<file path="src/rtl/uart_xmit_frame.sv">
// uart_xmit_frame: self-timed UART transmit framer (start, LSB-first data, optional parity, stop bits)
module uart_xmit_frame #(
    parameter int DATA_W    = 8,
    parameter int BAUD_DIV  = 5208,
    parameter int PARITY    = 0,
    parameter int STOP_BITS = 1
) (
    input  logic              clk,
    input  logic              rst,
    input  logic              valid,
    input  logic [DATA_W-1:0] data,
    output logic              ready,
    output logic              txd,
    output logic              busy
);
    localparam int N  = 1 + DATA_W + ((PARITY != 0) ? 1 : 0) + STOP_BITS;
    localparam int BW = $clog2(BAUD_DIV);
    localparam int CW = $clog2(N);
    localparam logic [0:0] IDLE = 1'b0;
    localparam logic [0:0] SEND = 1'b1;
    logic [0:0]    state;
    logic [N-1:0]  shreg;
    logic [N-1:0]  frame;
    logic [BW-1:0] baud_cnt;
    logic [CW-1:0] bit_cnt;
    logic          baud_tc;
    logic          last;
    logic          accept;
    assign baud_tc = baud_cnt == BW'(BAUD_DIV - 1);
    assign last    = bit_cnt == CW'(N - 1);
    assign busy    = state == SEND;
    assign ready   = !busy || (baud_tc && last);
    assign accept  = valid && ready;
    // The shift register idles all ones, so bit 0 doubles as the registered line.
    assign txd     = shreg[0];
    always_comb begin
        frame = '1;
        frame[DATA_W:0] = {data, 1'b0};
        if (PARITY != 0) frame[DATA_W+1] = (PARITY == 2) ? ~^data : ^data;
    end
    always_ff @(posedge clk) begin
        if (rst) begin
            state    <= IDLE;
            shreg    <= '1;
            baud_cnt <= '0;
            bit_cnt  <= '0;
        end else if (accept) begin
            state    <= SEND;
            shreg    <= frame;
            baud_cnt <= '0;
            bit_cnt  <= '0;
        end else if (busy) begin
            if (baud_tc) begin
                baud_cnt <= '0;
                shreg    <= {1'b1, shreg[N-1:1]};
                bit_cnt  <= last ? '0 : bit_cnt + 1'b1;
                if (last) state <= IDLE;
            end else begin
                baud_cnt <= baud_cnt + 1'b1;
            end
        end
    end
endmodule
</file>
<file path="config.mk">
export PLATFORM = sky130hd
export DESIGN_NAME = uart_xmit_frame
export DESIGN_NICKNAME = d
export VERILOG_FILES = /design/src/rtl/uart_xmit_frame.sv
export SDC_FILE = /design/constraint.sdc
export NUM_CORES = 1
export LEC_CHECK = 0
export CORE_ASPECT_RATIO = 0.9
export CORE_UTILIZATION = 55
export DETAILED_ROUTE_END_ITERATION = 16
export HOLD_SLACK_MARGIN = 0.15
export PLACE_DENSITY = 0.78
export SYNTH_ARGS = -nofsm -noshare
export SYNTH_HDL_FRONTEND = slang
export SYNTH_SLANG_ARGS = --single-unit
</file>
<file path="constraint.sdc">
create_clock -name clk -period 2.7 [get_ports clk]
set_input_delay 0.54 -clock clk [delete_from_list [all_inputs] [get_ports clk]]
set_output_delay 0.54 -clock clk [all_outputs]
set_load 0.005 [all_outputs]
</file>
==> results.sh <==
export IMPL_swShare=0.255
export IMPL_cp_slowest_cell="or4b_4"
export IMPL_slew_headroom=0.550
export IMPL_crit_path_end_kind="primary output"
export IMPL_setup_viol=0
export IMPL_skew_ns=0.0145
export IMPL_synthArstFlopShare=0
export IMPL_postSynthCellCount=147
export IMPL_path_max_fanout=5
export IMPL_vias=1097
export IMPL_hold_violations=0
export IMPL_crit_path_start_kind="flop"
export IMPL_reg2reg_slack_ns=0.45
export IMPL_r2r_cells=6
export IMPL_viasPerCell=5.80
export IMPL_syn2layout_area_growth_pct=14.4
export IMPL_cts_buffers_inserted=3
export IMPL_drc=0
export IMPL_antennaDiodeCount=0
export IMPL_clock_sinks=27
export IMPL_synth_top_area_share=0.400
export IMPL_syn_cell_area_um2=1350
export IMPL_drive_gt1_frac=0.160
export IMPL_syn_avg_cell_area_um2=9.20
export IMPL_max_clock_path_buffers=2
export IMPL_pwr_share_comb=0.123
export IMPL_wl_um=2490
export IMPL_dieArea_um2=2660
export IMPL_antenna_found_initial=0
export IMPL_rsz0062_at_grt="false"
export IMPL_die_w_um=54.3
export IMPL_ios=14
export IMPL_grt_total_usage=0.226
export IMPL_dieHeight_um=49.0
export IMPL_overflow=0
export IMPL_hp_class="flop to flop"
export IMPL_rr_endpoint="shreg[4]$_SDFFE_PP1P_"
export IMPL_clock_latency_ns=0.34
export IMPL_grt_pass1_wl_um=4400
export IMPL_powerDensity_nw_per_um2=436
export IMPL_tightest_slew_ns=0.672
export IMPL_yosysWarnings=0
export IMPL_r2r_start="baud_cnt[7]$_SDFFE_PP0P_"
export IMPL_crit_arrival_ns=1.98
export IMPL_dr_pass1_iters=4
export IMPL_dr_first_iter_drc_count=31
export IMPL_synth_area_leader_cell="dfxtp_1"
export IMPL_gp_congestion=0.812
export IMPL_ys_flop_type="dfxtp_1"
export IMPL_synth_cell_types=34
export IMPL_clockRootBuffer="clkbuf_4"
export IMPL_p_leak_nw=0.507
export IMPL_path_cells="or4b_4 -> o41ai_4 -> dlygate4sd2_1"
export IMPL_critPathMaxStageDelay_ns=0.60
export IMPL_start_util=0.603
export IMPL_hold_start="baud_cnt[1]$_SDFFE_PP0P_"
export IMPL_fp_coreArea_um2=2240
export IMPL_fin_crit_ns=2.52
export IMPL_htreeDepth=1
export IMPL_postCtsSetupBuffers=0
export IMPL_fin_crit_sh=0.932
export IMPL_internal_power_w=0.000503
export IMPL_switchingPower_w=0.000172
export IMPL_stdcell_count=189
export IMPL_mostFrequentLayoutCells="dfxtp_1 (27), nor2_1 (25), nor3_1 (12), clkdlybuf4s50_1 (12), nand2_1 (11)"
export IMPL_max_cap_violations=0
export IMPL_cts_tree="built"
export IMPL_final_core_util=0.690
export IMPL_dp_hpwl_um=1840
export IMPL_ys_ff_latch=27
export IMPL_wl_per_cell_um=13.2
export IMPL_pwr_share_seq=0.612
export IMPL_critPathRequiredTime_ns=2.16
export IMPL_grt_max_degree=23
export IMPL_antenna_left=0
export IMPL_cts_hold_buf=0
export IMPL_dp_cells=185
export IMPL_cts_resized=1
export IMPL_critPathKind="flop to primary output"
export IMPL_port_buffers=13
export IMPL_yosysSeqAreaShare=0.400
export IMPL_setup_worst_path_start="baud_cnt[7]$_SDFFE_PP0P_"
export IMPL_critPathCapture="ready"
export IMPL_synth_edf_count=0
export IMPL_clock_power_share=0.266
export IMPL_outcome="finished clean"
export IMPL_slew_violations=0
export IMPL_max_freq_ghz=0.398
export IMPL_total_power_w=0.000675
export IMPL_synthesis_nets=159
export IMPL_path_clk_slew_ns=0.15
export IMPL_grt_pass1_vias=1053
export IMPL_layout_commonest_cell="dfxtp_1"
export IMPL_tns_ns=0
export IMPL_rows=16
export IMPL_fin_nets=175
export IMPL_synth_area_top_cells="dfxtp_1 (40%), a221oi_2 (7.8%), nor2_1 (6.9%), xor2_1 (4.5%), nor3_1 (4.4%)"
export IMPL_ir_drop_uv=370
==> power groups by stage <==
stage	clock (W)	sequential (W)	combinational, W
finish	0.000179	0.000413	0.0000828
global placement	0	0.000421	0.0000814
floorplan	0	0.000420	0.0000516
CTS	0.000188	0.000413	0.0000834
detailed placement	0	0.000421	0.0000838
global route	0.000201	0.000414	0.0000908
==> worst min path at each step <==
| stage | end | cells after the start |
|---|---|---|
| after floorplan | baud_cnt[1]$_SDFFE_PP0P_ | 2 |
| after global placement | baud_cnt[1]$_SDFFE_PP0P_ | 2 |
| after detailed placement | baud_cnt[1]$_SDFFE_PP0P_ | 2 |
| after CTS | baud_cnt[1]$_SDFFE_PP0P_ | 2 |
| after global routing | baud_cnt[1]$_SDFFE_PP0P_ | 2 |
| final | baud_cnt[1]$_SDFFE_PP0P_ | 2 |
==> routing by layer <==
| metal | global-route usage | share of wire | vias to the layer above |
|---|---|---|---|
| met2 | 0.384 | 0.48 | 19 |
| met4 | 0.0641 | 0.010 | 0 |
| met1 | 0.264 | 0.47 | 520 |
| li1 | - | - | 554 |
| met3 | 0.0717 | 0.036 | 4 |
| met5 | 0 | 0 | - |
==> critical path, delay by kind of cell (launching register included) <==
family,cells,cell delay [ns]
buf+inv,1,0.28
simple gates,1,0.60
compound gates,1,0.38
flops,1,0.38
==> flip-flops by register name, summed over array words and instances, names as in the netlist <==
| register | count |
|---|---|
| busy | 1 |
| baud_cnt | 13 |
| bit_cnt | 4 |
| shreg | 9 |
==> area by class of cell <==
type                    instances  area, um2
clock inverters                 1       7.51
fillers                       186        694
multi-input cells             108        754
well taps                      27       33.8
repair buffers                 19        174
clock buffers                   3       22.5
flip-flops and latches         27        541
inverters                       4       15.0
==> synthesized netlist by cell type (3+ instances only) <==
master and n:
nor2_1 25, dfxtp_1 27, nor4_2 3, a21oi_1 4
nor4_1 4, nor3_1 12, xnor2_1 6, nand3_1 4
nand2_1 11, buf_2 4, clkbuf_1 3, nand4_1 5
xor2_1 7, a221oi_2 7, inv_1 4
==> cell families (layout without fill, tap and decap cells) <==
family                     after synthesis  count (layout)  share of synthesized area
buffers and inverters                   12              27                     0.0425
DFF                                     27              27                      0.400
muxes                                    1               1                    0.00833
xor gates and xnor gates                13              13                     0.0842
adders and majority gates                1               1                    0.00925
and+or+nand+nor                         76              76                      0.315
AOI/OAI and AO/OA                       17              17                      0.142
==> per-stage QoR <==
| step | hold WS, ns | instance area (um2) | setup WS [ns] |
|---|---|---|---|
| 5_1_grt | 0.519 | 1550 | 0.0943 |
| 3_5_place_dp | 0.478 | 1520 | 0.287 |
| 3_3_place_gp | 0.467 | 1520 | 0.301 |
| 6_report | 0.503 | 1550 | 0.185 |
| 4_1_cts | 0.499 | 1550 | 0.161 |
| 2_1_floorplan | 0.457 | 1350 | 0.691 |
No activity file was read; power rests on OpenSTA's default activity.
